$ cat src/rtl/ppu_vblank_sched_if.sv
// Request and PPU-bus bundle for the vblank write scheduler.
// The master side is the requester together with the PPU register port.
// The slave side is the scheduler itself.
interface ppu_vblank_sched_if;
   logic        req_valid;
   logic        req_ready;
   logic [2:0]  req_reg;
   logic [7:0]  req_data;
   logic        rw;
   logic [15:0] addr;
   logic [7:0]  data_o;
   logic [7:0]  data_i;

   modport master (
      output req_valid, req_reg, req_data, data_i,
      input  req_ready, rw, addr, data_o
   );

   modport slave (
      input  req_valid, req_reg, req_data, data_i,
      output req_ready, rw, addr, data_o
   );
endinterface

$ cat src/rtl/ppu_vblank_sched.sv
// ppu_vblank_sched
// Queues PPU register writes ($2000-$2007) and replays them on the CPU-side
// PPU bus only inside vblank. Each NMI rising edge opens a window. A window
// optionally starts with a $2002 status read, which clears the PPU w latch.
// It then issues one queued write per clock, up to MAX_WRITES per window.
module ppu_vblank_sched #(
   parameter int DEPTH           = 16,
   parameter int MAX_WRITES      = 32,
   parameter int PRE_STATUS_READ = 1
) (
   input  logic                     clk,
   input  logic                     rst,
   input  logic                     nmi,
   ppu_vblank_sched_if.slave        bus,
   output logic [7:0]               status_o,
   output logic [$clog2(DEPTH):0]   pending,
   output logic                     busy,
   output logic                     window_done
);

   localparam int AW = $clog2(DEPTH);
   localparam int CW = AW + 1;

   typedef enum logic [1:0] {
      S_IDLE   = 2'd0,
      S_STATUS = 2'd1,
      S_DRAIN  = 2'd2,
      S_DONE   = 2'd3
   } state_t;

   state_t          r_state;
   logic            r_nmi;
   logic [10:0]     r_mem [DEPTH];
   logic [AW-1:0]   r_wptr;
   logic [AW-1:0]   r_rptr;
   logic [CW-1:0]   r_count;
   logic [7:0]      r_budget;
   logic [7:0]      r_status;
   logic            r_busy;
   logic            r_window_done;

   logic            w_nmi_re;
   logic            w_ready;
   logic            w_push;
   logic            w_pop;
   logic [10:0]     w_head;
   logic            w_last_entry;
   logic            w_last_budget;
   logic            w_rw;
   logic [15:0]     w_addr;
   logic [7:0]      w_data;

   // Rising NMI marks vblank start; NMI already high at reset release is ignored.
   assign w_nmi_re = nmi & ~r_nmi;

   // Never accept while reset is asserted, otherwise whenever there is room.
   assign w_ready = ~rst & (r_count < CW'(DEPTH));
   assign w_push  = bus.req_valid & w_ready;

   // Every DRAIN cycle consumes the head entry.
   assign w_pop   = (r_state == S_DRAIN);
   assign w_head  = r_mem[r_rptr];

   // This pop empties the queue only if nothing arrives in the same cycle.
   assign w_last_entry  = (r_count == CW'(1)) & ~w_push;
   assign w_last_budget = (r_budget == 8'd1);

   // Track the previous NMI level for edge detection.
   always_ff @(posedge clk or posedge rst) begin
      if (rst) begin
         r_nmi <= 1'b1;
      end else begin
         r_nmi <= nmi;
      end
   end

   // Queue storage: {register index, data}; contents are don't-care when empty.
   always_ff @(posedge clk) begin
      if (w_push) begin
         r_mem[r_wptr] <= {bus.req_reg, bus.req_data};
      end
   end

   // Queue pointers and occupancy; pointers wrap naturally at DEPTH.
   always_ff @(posedge clk or posedge rst) begin
      if (rst) begin
         r_wptr  <= '0;
         r_rptr  <= '0;
         r_count <= '0;
      end else begin
         if (w_push) begin
            r_wptr <= r_wptr + AW'(1);
         end
         if (w_pop) begin
            r_rptr <= r_rptr + AW'(1);
         end
         case ({w_push, w_pop})
            2'b10:   r_count <= r_count + CW'(1);
            2'b01:   r_count <= r_count - CW'(1);
            default: r_count <= r_count;
         endcase
      end
   end

   // Window sequencer with registered busy / window_done / status capture.
   always_ff @(posedge clk or posedge rst) begin
      if (rst) begin
         r_state       <= S_IDLE;
         r_budget      <= 8'd0;
         r_status      <= 8'd0;
         r_busy        <= 1'b0;
         r_window_done <= 1'b0;
      end else begin
         case (r_state)
            S_IDLE: begin
               r_window_done <= 1'b0;
               if (w_nmi_re && (r_count != CW'(0))) begin
                  r_budget <= 8'(MAX_WRITES);
                  r_busy   <= 1'b1;
                  if (PRE_STATUS_READ != 0) begin
                     r_state <= S_STATUS;
                  end else begin
                     r_state <= S_DRAIN;
                  end
               end else begin
                  r_busy  <= 1'b0;
                  r_state <= S_IDLE;
               end
            end
            S_STATUS: begin
               r_status <= bus.data_i;
               r_busy   <= 1'b1;
               r_state  <= S_DRAIN;
            end
            S_DRAIN: begin
               r_budget <= r_budget - 8'd1;
               if (w_last_entry || w_last_budget) begin
                  r_busy        <= 1'b0;
                  r_window_done <= 1'b1;
                  r_state       <= S_DONE;
               end else begin
                  r_busy  <= 1'b1;
                  r_state <= S_DRAIN;
               end
            end
            S_DONE: begin
               r_busy        <= 1'b0;
               r_window_done <= 1'b0;
               r_state       <= S_IDLE;
            end
            default: begin
               r_busy        <= 1'b0;
               r_window_done <= 1'b0;
               r_state       <= S_IDLE;
            end
         endcase
      end
   end

   // Bus decode from state and queue head; idle is a read of address 0.
   always_comb begin
      w_rw   = 1'b1;
      w_addr = 16'h0000;
      w_data = 8'h00;
      case (r_state)
         S_STATUS: begin
            w_addr = 16'h2002;
         end
         S_DRAIN: begin
            w_rw   = 1'b0;
            w_addr = 16'h2000 | {13'd0, w_head[10:8]};
            w_data = w_head[7:0];
         end
         default: begin
            w_rw   = 1'b1;
            w_addr = 16'h0000;
            w_data = 8'h00;
         end
      endcase
   end

   assign bus.req_ready = w_ready;
   assign bus.rw        = w_rw;
   assign bus.addr      = w_addr;
   assign bus.data_o    = w_data;
   assign status_o      = r_status;
   assign pending       = r_count;
   assign busy          = r_busy;
   assign window_done   = r_window_done;

endmodule
$ cat src/flat_wrapper.sv
// flat-port wrapper written by rule: the top's interface ports become plain ports
module ppu_vblank_sched_flat 
#(
   parameter int DEPTH           = 16,
   parameter int MAX_WRITES      = 32,
   parameter int PRE_STATUS_READ = 1
)
  (clk, rst, nmi, status_o, pending, busy, window_done, bus_req_valid, bus_req_reg, bus_req_data, bus_data_i, bus_req_ready, bus_rw, bus_addr, bus_data_o);
  ppu_vblank_sched_if bus_i ();
  input  logic clk;
  input  logic rst;
  input  logic nmi;
  output logic [7:0] status_o;
  output logic [$clog2(DEPTH):0] pending;
  output logic busy;
  output logic window_done;
  input wire logic [$bits(bus_i.req_valid)-1:0] bus_req_valid;
  input wire logic [$bits(bus_i.req_reg)-1:0] bus_req_reg;
  input wire logic [$bits(bus_i.req_data)-1:0] bus_req_data;
  input wire logic [$bits(bus_i.data_i)-1:0] bus_data_i;
  output wire logic [$bits(bus_i.req_ready)-1:0] bus_req_ready;
  output wire logic [$bits(bus_i.rw)-1:0] bus_rw;
  output wire logic [$bits(bus_i.addr)-1:0] bus_addr;
  output wire logic [$bits(bus_i.data_o)-1:0] bus_data_o;
  assign bus_i.req_valid = bus_req_valid;
  assign bus_i.req_reg = bus_req_reg;
  assign bus_i.req_data = bus_req_data;
  assign bus_i.data_i = bus_data_i;
  assign bus_req_ready = bus_i.req_ready;
  assign bus_rw = bus_i.rw;
  assign bus_addr = bus_i.addr;
  assign bus_data_o = bus_i.data_o;
  ppu_vblank_sched #(.DEPTH(DEPTH), .MAX_WRITES(MAX_WRITES), .PRE_STATUS_READ(PRE_STATUS_READ)) u_core (.clk(clk), .rst(rst), .nmi(nmi), .bus(bus_i), .status_o(status_o), .pending(pending), .busy(busy), .window_done(window_done));
endmodule
$ cat config.mk
export PLATFORM = sky130hd
export DESIGN_NAME = ppu_vblank_sched_flat
export DESIGN_NICKNAME = d
export VERILOG_FILES = /design/src/rtl/ppu_vblank_sched_if.sv /design/src/rtl/ppu_vblank_sched.sv /design/src/flat_wrapper.sv
export SDC_FILE = /design/constraint.sdc
export NUM_CORES = 1
export LEC_CHECK = 0
export CAP_MARGIN = 15
export CELL_PAD_IN_SITES_DETAIL_PLACEMENT = 1
export CELL_PAD_IN_SITES_GLOBAL_PLACEMENT = 1
export CORE_MARGIN = 2
export CORE_UTILIZATION = 45
export CTS_CLUSTER_DIAMETER = 50
export DETAILED_ROUTE_END_ITERATION = 10
export GPL_ROUTABILITY_DRIVEN = 0
export PLACE_DENSITY = 0.72
export SETUP_SLACK_MARGIN = 0.15
export SYNTH_ARGS = -nofsm -noshare
export SYNTH_HDL_FRONTEND = slang
export SYNTH_SLANG_ARGS = --single-unit
$ cat constraint.sdc
create_clock -name clk -period 7.3 [get_ports clk]
set_clock_uncertainty 0.2 [all_clocks]
set_input_delay 2.19 -clock clk [delete_from_list [all_inputs] [get_ports clk]]
set_output_delay 2.19 -clock clk [all_outputs]
set_load 0.03 [all_outputs]
Word-level counts from Yosys, hierarchy flattened
Memory sizes are Yosys's and may differ from the RTL's.
Index checks and enable logic that the tools add are counted.
- add/sub/neg operators: 5
- order comparisons: 1
- equal/unequal tests: 9
- multiplexer cells: 16
- bitwise gates (word level): 7
- reduce and logical (&&, ||, !) cells: 10
- operators by type and width (operator ; number):
    14-bit case mux with 2 select lines ; 1
    8-bit two-way mux ; 2
    8-bit case mux with 2 select lines ; 1
    5-bit case mux with 2 select lines ; 1
    4-bit by 1-bit adder with 4-bit output, second input constant ; 2
    8-bit by 1-bit equality test with 1-bit output, second input constant ; 1
    1-bit two-way mux ; 8
    2-bit case mux with 4 select lines ; 1
    8-bit by 1-bit subtractor with 8-bit output, second input constant ; 1
    2-bit equality test, second input constant ; 3
    2-bit nonzero test ; 3
    5-bit by 1-bit adder with 5-bit output, second input constant ; 1
    5-bit by 1-bit equality test with 1-bit output, second input constant ; 1
    5-bit < comparator, second input constant ; 1
    5-bit nonzero test ; 1
    5-bit by 1-bit subtractor with 5-bit output, second input constant ; 1
    1-bit AND ; 4
    2-bit by 1-bit equality test with 1-bit output, second input constant ; 2
    1-bit case mux with 4 select lines ; 1
    2-bit AND reduction ; 2
    1-bit NOT ; 3
    2-bit logical NOT ; 1
    2-bit by 1-bit inequality test with 1-bit output, second input constant ; 1
    2-bit inequality test, second input constant ; 1
    other kinds (4) ; 4
- flip-flop bits (word level): 34
- RAM bits: 176
- word-level logic and storage cells: 58
- memories kept: 1
- memories (name ; words ; bits a word ; rd ports ; clocked after memory_dff ; wr ports ; line ; source):
    u_core.r_mem ; 16 ; 11 ; 1 ; 0 ; 1 ; ppu_vblank_sched.sv:33 ; logic [10:0] r_mem [DEPTH];

Longest topological paths before layout
Gate-level depths: netlist of run 1.
- depth after elaboration: 8
- depth in mapped cells: 9
- depth with buffers taken out: 8

Worst setup path after synthesis of run 1
OpenSTA, ideal clock, no wires.
- path type: input-to-output
- from: input port rst
- to: output port bus_req_ready
- arrival: 2622 ps
- required time: 4910 ps
- setup slack: 2288 ps
- cell stages on the path: 1
- buffers on the path: 0
- cell sequence: nor2_1
- cells in the longest elaborated chain, start to end: 2
- RTL lines (element ; line ; source):
    start, declared ; flat_wrapper.sv:11 ; input logic rst;
    1-bit NOT ; ppu_vblank_sched.sv:57 ; assign w_ready = ~rst & (r_count < CW'(DEPTH));
    1-bit AND ; ppu_vblank_sched.sv:57 ;
    end, declared ; flat_wrapper.sv:21 ; output wire logic [$bits(bus_i.req_ready)-1:0] bus_req_ready;
Every way passes these cells.

Worst setup path in the final report of run 1
- from: register u_core.r_rptr[0]
- to: output port bus_data_o[1]
- cells in the longest elaborated chain, start to end: 2
- RTL lines (element ; line ; source):
    start, declared ; ppu_vblank_sched.sv:35 ; logic [AW-1:0] r_rptr;
    start signal, assigned ; ppu_vblank_sched.sv:95 ; r_rptr <= r_rptr + AW'(1);
    memory 16 x 11 bit ; n/a ;
    8-bit two-way mux ; ppu_vblank_sched.sv:165 ; case (r_state)
    end, declared ; flat_wrapper.sv:24 ; output wire logic [$bits(bus_i.data_o)-1:0] bus_data_o;
Every way passes these cells.

==> out/summary.txt, run 1 <==
clock share of power: 28.4%
synth unique cells: 45
Peak VDD IR: 0.220 mV
Seq cells post-synth: 210
TNS Setup: 0 ns
CTS Root Cell: clkbuf_16
worst skew pair latency: 0.53 ns
maximum fanout along the worst path: 24
sw frac: 31.9%
Worst Tran Pin Value: 0.996 ns
number of max-cap violations: 0
crit path cell chain: buf_12, mux4_1, mux4_2, and2_1, clkdlybuf4s50_1
dpl ws: 1.45 ns
Vias: 4,315
Die Y: 144 microns
Slew Viols, Final: 0
Max clock buf depth: 3
diode count: 0
Sink Count: 210
Post-synth EDFFs: 176
CP Data Arrival Time: 3.54 ns
WL/cell: 23.3 microns
Slew Limit Headroom: 33.6%
Slowest cell on crit path: dfrtp_2
GR Util All Layers: 19.0%
fill cell count: 1,766
setup violators final: 0
share of the synthesized area in the top cell type: 60.0%
CP endpoint kind: output port
DR vias/cell: 5.46
hold buffers post-CTS: 0
layout cells sized above 1: 16.9%
Die Wd: 144 microns
initial DRC count: 352
sequential power share: 39.1%
synth warn: 0
Routed WL: 18,500 microns
sequential area share after synthesis: 69.7%
I/O pins: 64
post-CTS sizing: 0
status: finished, final reports clean
top_reg_cell synth: edfxtp_1
Crit path required time: 4.91 ns
Avg Cell Area, Syn: 19.7 sq um
kind of critical path: reg2out
crit-path max cell delay: 0.84 ns
first-pass GRT wire length: 28,500 microns
placed wire-length estimate: 11,000 microns
Final period util: 81.3%
vias in the first global route: 4,727
GRT Residual Overflow: 0
maximum number of pins on one net before global-route repair: 47
core area: 19,300 sq um
CTS tree: yes
top cell type by total area after synthesis: edfxtp_1
final hold viol count: 0
pwr dens: 400 nW/um^2
Synth area leaders: edfxtp_1, dfrtp_1, mux4_2
Post-route DRC: 0
DIE AREA: 20,700 sq um
Cells after Synth: 447
fmax: 169 MHz
WP buf/inv: 2
antenna violations before repair: 0
most frequent cells in the layout: edfxtp_1, clkdlybuf4s50_1, dfrtp_1
Reg clk slew, reported paths: 0.06 ns
Routed Antenna Nets: 0
CP startpoint kind: register
P_sw: 1.31 mW
Final Critical Period: 5.93 ns
Rows: 51
P_int: 2.79 mW
Port Buffer Count: 51
crit-path leading delay family: multiplexers
nets: 549
# H-tree levels: 1
area of the mapped netlist: 8800 sq um
Area Overhead vs Synth: 16.6%
logic gate share of total power: 32.5%
RSZ-0062 raised after global routing: false
FFs w/ async S/R, synth: 16.2%
Post-CTS Setup Bufs: 0
first drt pass iteration count: 4
Hold/Removal Path Class: reg2reg
CTS Buf Count: 25
Final WS setup: 1.37 ns
most common cell after layout, fill and taps aside: edfxtp_1
Starting Density: 45.5%
leakage power: 3.52 nW
worst reg2reg max path, stage by stage (launching register included):
cell,delay [ns]
dfrtp_1,0.42
nor2_1,0.13
and2_1,0.35
inv_1,0.20
nor3b_1,0.40
and2_1,0.79
area by class of cell:
class,count,area (sq um),area share [%]
clock inverter,11,110,1.07
clock buffer,33,676,6.58
multi-input combinational,206,2410,23.5
tap,265,332,3.23
timing repair buffer,55,553,5.39
sequential,210,6140,59.8
inverter,11,41.3,0.402
power by group through the flow:
| stage | Clock [mW] | Combinational (mW) | Sequential, mW |
|---|---|---|---|
| 4_1_cts | 1.19 | 1.36 | 1.61 |
| 2_1_floorplan | 0 | 0.971 | 1.61 |
| 3_3_place_gp | 0 | 1.31 | 1.62 |
| 6_report | 1.16 | 1.34 | 1.61 |
| 5_1_grt | 1.24 | 1.44 | 1.64 |
| 3_5_place_dp | 0 | 1.35 | 1.63 |
metrics by stage:
stage / cell area, sq um / util (%) / instances / total power [mW] / hold WS (ns)
2_1_floorplan: 8840 / - / 458 / 2.58 / 0.263
3_3_place_gp: 9480 / 49.0 / 747 / 2.93 / 0.277
3_5_place_dp: 9480 / 49.0 / 747 / 2.99 / 0.301
4_1_cts: 10300 / 53.1 / 791 / 4.16 / 0.310
5_1_grt: 10300 / 53.1 / 791 / 4.31 / 0.327
6_report: 10300 / 53.1 / 791 / 4.11 / 0.302
final timing paths:
| kind | slack, ns | from | cells past startpoint | endpoint |
|---|---|---|---|---|
| setup / recovery | 1.37 | u_core.r_rptr[0] | 5 | bus_data_o[1] |
| hold / removal | 0.30 | u_core.window_done | 1 | u_core.window_done |
| setup reg to reg | 4.44 | u_core.pending[4] | 5 | u_core.r_mem[11][9] |
| hold reg to reg | 0.30 | u_core.window_done | 1 | u_core.window_done |
| max in group asynchronous | 4.59 | rst | 3 | u_core.r_nmi |
| min in group asynchronous | 1.94 | rst | 3 | u_core.r_rptr[0] |
synthesized netlist by cell type (all sizes together), types with 4 or more instances:
| cell | n |
|---|---|
| nand3 | 4 |
| o21ai | 10 |
| dfrtp | 33 |
| a21oi | 4 |
| mux4 | 54 |
| ha | 17 |
| xor2 | 4 |
| nand2b | 4 |
| xnor2 | 7 |
| mux2 | 11 |
| buf | 28 |
| a22o | 4 |
| inv | 11 |
| nand2 | 7 |
| nor2 | 4 |
| edfxtp | 176 |
| and2 | 26 |
| a31oi | 4 |
kinds of logic (layout without fill, tap and decap cells):
kind of cell             Yosys count  in the layout  synth area share, %
flip-flops                       210            210                 69.7
AND/OR/NAND/NOR                   72             72                 5.05
multiplexers                      67             67                 16.4
buffers and inverters             42            110                 3.35
AO/OA/AOI/OAI                     27             27                 1.90
adder cells (fa/ha/maj)           17             17                 2.42
XOR/XNOR                          11             11                 1.09
other                              1             12               0.0426
flip-flops by register name (all words and copies together) (netlist names):
signal / cells
u_core.pending: 5
u_core.r_rptr: 4
u_core.r_state: 2
u_core.r_wptr: 4
u_core.window_done: 1
u_core.r_budget: 8
u_core.r_nmi: 1
u_core.busy: 1
u_core.status_o: 8
u_core.r_mem: 176
metal layers:
layer | vias to the layer above | part of all wire [%] | track usage, %
met5 | - | 0 | 0
met4 | 0 | 2.4 | 5.47
met3 | 34 | 6.2 | 3.33
met2 | 125 | 51 | 32.1
met1 | 2257 | 41 | 25.5
li1 | 1899 | - | -
No activity file was read; power rests on OpenSTA's default activity.
==> run 2, diff against run 1 <==
==> constraint.sdc (replaced) <==
create_clock -name clk -period 5.75 [get_ports clk]
set_clock_uncertainty 0.2 [all_clocks]
set_input_delay 1.725 -clock clk [delete_from_list [all_inputs] [get_ports clk]]
set_output_delay 1.725 -clock clk [all_outputs]
set_load 0.03 [all_outputs]
==> out/summary.txt, run 2 (synthesis results as in run 1) <==
Hold Crit Depth: 1
clock share of power: 28.5%
Routed Antenna Nets: 0
WL/cell: 23.8 microns
CP endpoint kind: output port
number of flip-flops under the largest register name: 176
vias in the first global route: 4,667
diode count: 0
CP Data Arrival Time: 3.37 ns
core area: 19,300 sq um
CP startpoint kind: register
P_sw: 1.70 mW
Die Wd: 144 microns
logic gate share of total power: 33.4%
most frequent cells in the layout: edfxtp_1, clkdlybuf4s50_1, dfrtp_1
CTS tree: yes
RSZ-0062 raised after global routing: false
kind of critical path: reg2out
register-to-register setup slack: 2.90 ns
number of max-cap violations: 0
Worst Hold End: u_core.window_done
fill cell count: 1,727
Die Y: 144 microns
Post-CTS Setup Bufs: 0
Reg clk slew, reported paths: 0.06 ns
CTS Buf Count: 25
post-CTS sizing: 0
status: finished, final reports clean
Max clock buf depth: 3
Port Buffer Count: 51
sw frac: 32.2%
Slew Limit Headroom: 37.9%
WP buf/inv: 2
min-delay src: u_core.window_done
crit-path leading delay family: multiplexers
Worst Tran Pin Value: 0.931 ns
Rows: 51
setup violators final: 0
maximum fanout along the worst path: 15
I/O pins: 64
maximum number of pins on one net before global-route repair: 47
antenna violations before repair: 0
crit-path max cell delay: 0.70 ns
Starting Density: 45.5%
worst skew pair latency: 0.52 ns
Biggest register: u_core.r_mem
reg2reg end: u_core.r_mem[8][9]
# H-tree levels: 1
cells on worst reg2reg path: 5
R2R Path Start: u_core.pending[4]
first drt pass iteration count: 4
pwr dens: 513 nW/um^2
Post-route DRC: 0
CTS Root Cell: clkbuf_16
initial DRC count: 328
Area Overhead vs Synth: 16.9%
Slew Viols, Final: 0
GRT Residual Overflow: 0
DIE AREA: 20,700 sq um
Hold/Removal Path Class: reg2reg
layout cells sized above 1: 17.4%
most common cell after layout, fill and taps aside: edfxtp_1
P_int: 3.58 mW
Routed WL: 18,900 microns
Final Critical Period: 5.29 ns
Crit path required time: 3.83 ns
Sink Count: 210
placed wire-length estimate: 11,300 microns
TNS Setup: 0 ns
Vias: 4,353
Final period util: 92.0%
Slowest cell on crit path: dfrtp_2
final hold viol count: 0
sequential power share: 38.1%
fmax: 189 MHz
crit path cell chain: buf_4, mux4_1, mux4_2, and2_1, clkdlybuf4s50_1
leakage power: 3.55 nW
Peak VDD IR: 0.384 mV
DR vias/cell: 5.48
total power: 5.28 mW
first-pass GRT wire length: 28,300 microns
nets: 552
GR Util All Layers: 18.9%
hold buffers post-CTS: 0
==> run 2: how the worst max path moves through the flow <==
| stage | from | end | slack [ns] | cells past startpoint |
|---|---|---|---|---|
| floorplan | rst | bus_req_ready | 1.67 | 1 |
| global placement | rst | bus_req_ready | 0.86 | 3 |
| detailed placement | rst | bus_req_ready | 0.81 | 3 |
| CTS | u_core.r_rptr[0] | bus_data_o[5] | 0.41 | 5 |
| global route | u_core.r_rptr[0] | bus_data_o[4] | 0.32 | 5 |
| finish | u_core.r_rptr[0] | bus_data_o[0] | 0.46 | 5 |
==> run 2: layout make-up <==
type,instances,area [sq um],area share (%)
flip-flops and latches,210,6140,59.7
multi-input cells,206,2410,23.4
repair buffers,58,576,5.59
well taps,265,332,3.22
clock inverters,17,151,1.47
clock buffers,28,637,6.19
inverters,11,41.3,0.401
==> run 2: worst reg2reg max path, cell delays in order, from the launching register on <==
cell and delay (ns):
dfrtp_1 0.42, nor2_1 0.13, and2_1 0.34, inv_1 0.19, nor3b_1 0.43, and2_1 0.78
==> run 2: power groups by stage <==
stage          combinational [mW]  clock, mW  sequential, mW
2_1_floorplan                1.23          0            2.05
3_3_place_gp                 1.72          0            2.03
3_5_place_dp                 1.78          0            2.05
4_1_cts                      1.79       1.53            2.02
5_1_grt                      1.90       1.59            2.04
6_report                     1.76       1.50            2.01
==> run 2: per-stage QoR <==
step / area, sq um / instances / setup WS (ns) / hold WS (ns) / util [%]
global route: 10300 / 795 / 0.323 / 0.332 / 53.2
floorplan: 8840 / 458 / 1.67 / 0.263 / -
finish: 10300 / 795 / 0.459 / 0.314 / 53.2
CTS: 10300 / 795 / 0.407 / 0.316 / 53.2
global placement: 9500 / 750 / 0.858 / 0.278 / 49.1
detailed placement: 9500 / 750 / 0.814 / 0.301 / 49.1
==> run 2: layer usage <==
| metal | GRT usage, % | vias to the layer above | part of all wire (%) |
|---|---|---|---|
| met5 | 0 | - | 0 |
| met4 | 5.37 | 0 | 2.4 |
| met3 | 3.07 | 39 | 4.3 |
| met2 | 32.4 | 118 | 51 |
| met1 | 25.1 | 2288 | 42 |
| li1 | - | 1908 | - |
==> run 3, diff against run 2 <==
--- a/config.mk
+++ b/config.mk
@@ -8,9 +8,9 @@
 export CAP_MARGIN = 15
 export CELL_PAD_IN_SITES_DETAIL_PLACEMENT = 1
 export CELL_PAD_IN_SITES_GLOBAL_PLACEMENT = 1
-export CORE_MARGIN = 2
 export CORE_UTILIZATION = 45
 export CTS_CLUSTER_DIAMETER = 50
+export CTS_CLUSTER_SIZE = 8
 export DETAILED_ROUTE_END_ITERATION = 10
 export GPL_ROUTABILITY_DRIVEN = 0
 export PLACE_DENSITY = 0.72
==> out/summary.txt, run 3 (synthesis results as in run 1) <==
antenna violations before repair: 0
RSZ-0062 raised after global routing: false
pwr dens: 514 nW/um^2
R2R Path Start: u_core.r_state[0]
Hold/Removal Path Class: reg2reg
number of max-cap violations: 0
Slew Viols, Final: 0
placed wire-length estimate: 10,900 microns
leakage power: 3.56 nW
Multi-input gate area: 2410 sq um
Worst Hold End: u_core.status_o[6]
Die Y: 142 microns
DIE AREA: 20,100 sq um
Slowest cell on crit path: mux4_1
vias in the first global route: 4,783
maximum number of pins on one net before global-route repair: 47
CTS Root Cell: clkbuf_16
sw frac: 31.6%
Max clock buf depth: 3
cell area after layout: 10,300 sq um
CP startpoint kind: register
Worst Tran Pin Value: 0.853 ns
final hold viol count: 0
sequential power share: 37.4%
# H-tree levels: 1
Rows: 50
CTS Buf Count: 30
Area Overhead vs Synth: 17.0%
DR vias/cell: 5.49
GR Util All Layers: 19.3%
diode count: 0
Biggest register: u_core.r_mem
P_sw: 1.67 mW
worst skew pair latency: 0.54 ns
Final period util: 89.1%
register-to-register setup slack: 3.04 ns
number of flip-flops under the largest register name: 176
Final Critical Period: 5.12 ns
GRT Residual Overflow: 0
most common cell after layout, fill and taps aside: edfxtp_1
Peak VDD IR: 0.327 mV
WL/cell: 23.2 microns
post-CTS sizing: 0
fill cell count: 1,675
placed instance area: 9490 sq um
setup violators final: 0
kind of critical path: reg2out
I/O pins: 64
fmax: 195 MHz
first drt pass iteration count: 4
Reg clk slew, reported paths: 0.05 ns
clock share of power: 28.9%
Vias: 4,324
reg2reg end: u_core.r_budget[3]
CP startpoint: u_core.r_rptr[0]
crit path cell chain: buf_12, mux4_1, mux4_2, and3_1, clkdlybuf4s50_1
P_int: 3.62 mW
Routed Antenna Nets: 0
most frequent cells in the layout: edfxtp_1, clkdlybuf4s50_1, dfrtp_1
hold buffers post-CTS: 0
Seq. cell area: 6140 sq um
Routed WL: 18,200 microns
Starting Density: 46.4%
Slew Limit Headroom: 42.9%
TNS Setup: 0 ns
initial DRC count: 315
Post-CTS Setup Bufs: 0
Final WS setup: 0.628 ns
dpl ws: 0.835 ns
first-pass GRT wire length: 28,300 microns
maximum fanout along the worst path: 45
cells on worst reg2reg path: 7
Die Wd: 142 microns
CTS tree: yes
Hold Crit Depth: 1
Sink Count: 210
Post-route DRC: 0
nets: 556
Crit path required time: 3.83 ns
CP Data Arrival Time: 3.20 ns
CP endpoint kind: output port
crit-path max cell delay: 0.64 ns
layout cells sized above 1: 16.3%
min-delay src: u_core.status_o[6]
logic gate share of total power: 33.6%
Port Buffer Count: 51
core area: 19,000 sq um
status: finished, final reports clean
run 3: metrics by stage:
stage	hold WS (ns)	total power [mW]	utilization (%)	cells
finish	0.311	5.30	54.3	787
global route	0.319	5.54	54.3	787
CTS	0.309	5.36	54.3	787
detailed placement	0.296	3.81	50.0	744
global placement	0.283	3.74	50.0	744
floorplan	0.263	3.28	-	458
run 3: worst max-delay path, delay by kind of cell (launching register included):
kind	cells	cell delay, ns
muxes	2	1.13
buffers and inverters	2	0.91
DFF	1	0.40
and+or+nand+nor	1	0.20
run 3: how the worst max path moves through the flow:
stage / to / slack [ns]
final: bus_addr[0] / 0.63
after global routing: bus_addr[0] / 0.53
after CTS: bus_addr[0] / 0.57
after detailed placement: bus_req_ready / 0.83
after global placement: bus_req_ready / 0.85
after floorplan: bus_req_ready / 1.67
run 3: power by group through the flow:
stage	sequential [mW]	clock, mW	combinational (mW)
2_1_floorplan	2.05	0	1.23
4_1_cts	1.99	1.55	1.81
6_report	1.98	1.53	1.78
3_3_place_gp	1.99	0	1.75
5_1_grt	2.01	1.62	1.91
3_5_place_dp	2.01	0	1.80
run 3: layout make-up:
class / count / area share [%]
Sequential cell: 210 / 59.6
Tap cell: 260 / 3.16
Clock buffer: 40 / 7.65
Timing Repair Buffer: 57 / 5.52
Inverter: 11 / 0.401
Clock inverter: 3 / 0.243
Multi-Input combinational cell: 206 / 23.4
run 3: layer usage:
metal / global-route usage, % / part of all wire (%) / up-vias
li1: - / - / 1908
met4: 6.68 / 2.0 / 0
met5: 0 / 0 / -
met2: 34.3 / 53 / 115
met3: 2.60 / 4.3 / 31
met1: 24.4 / 40 / 2270
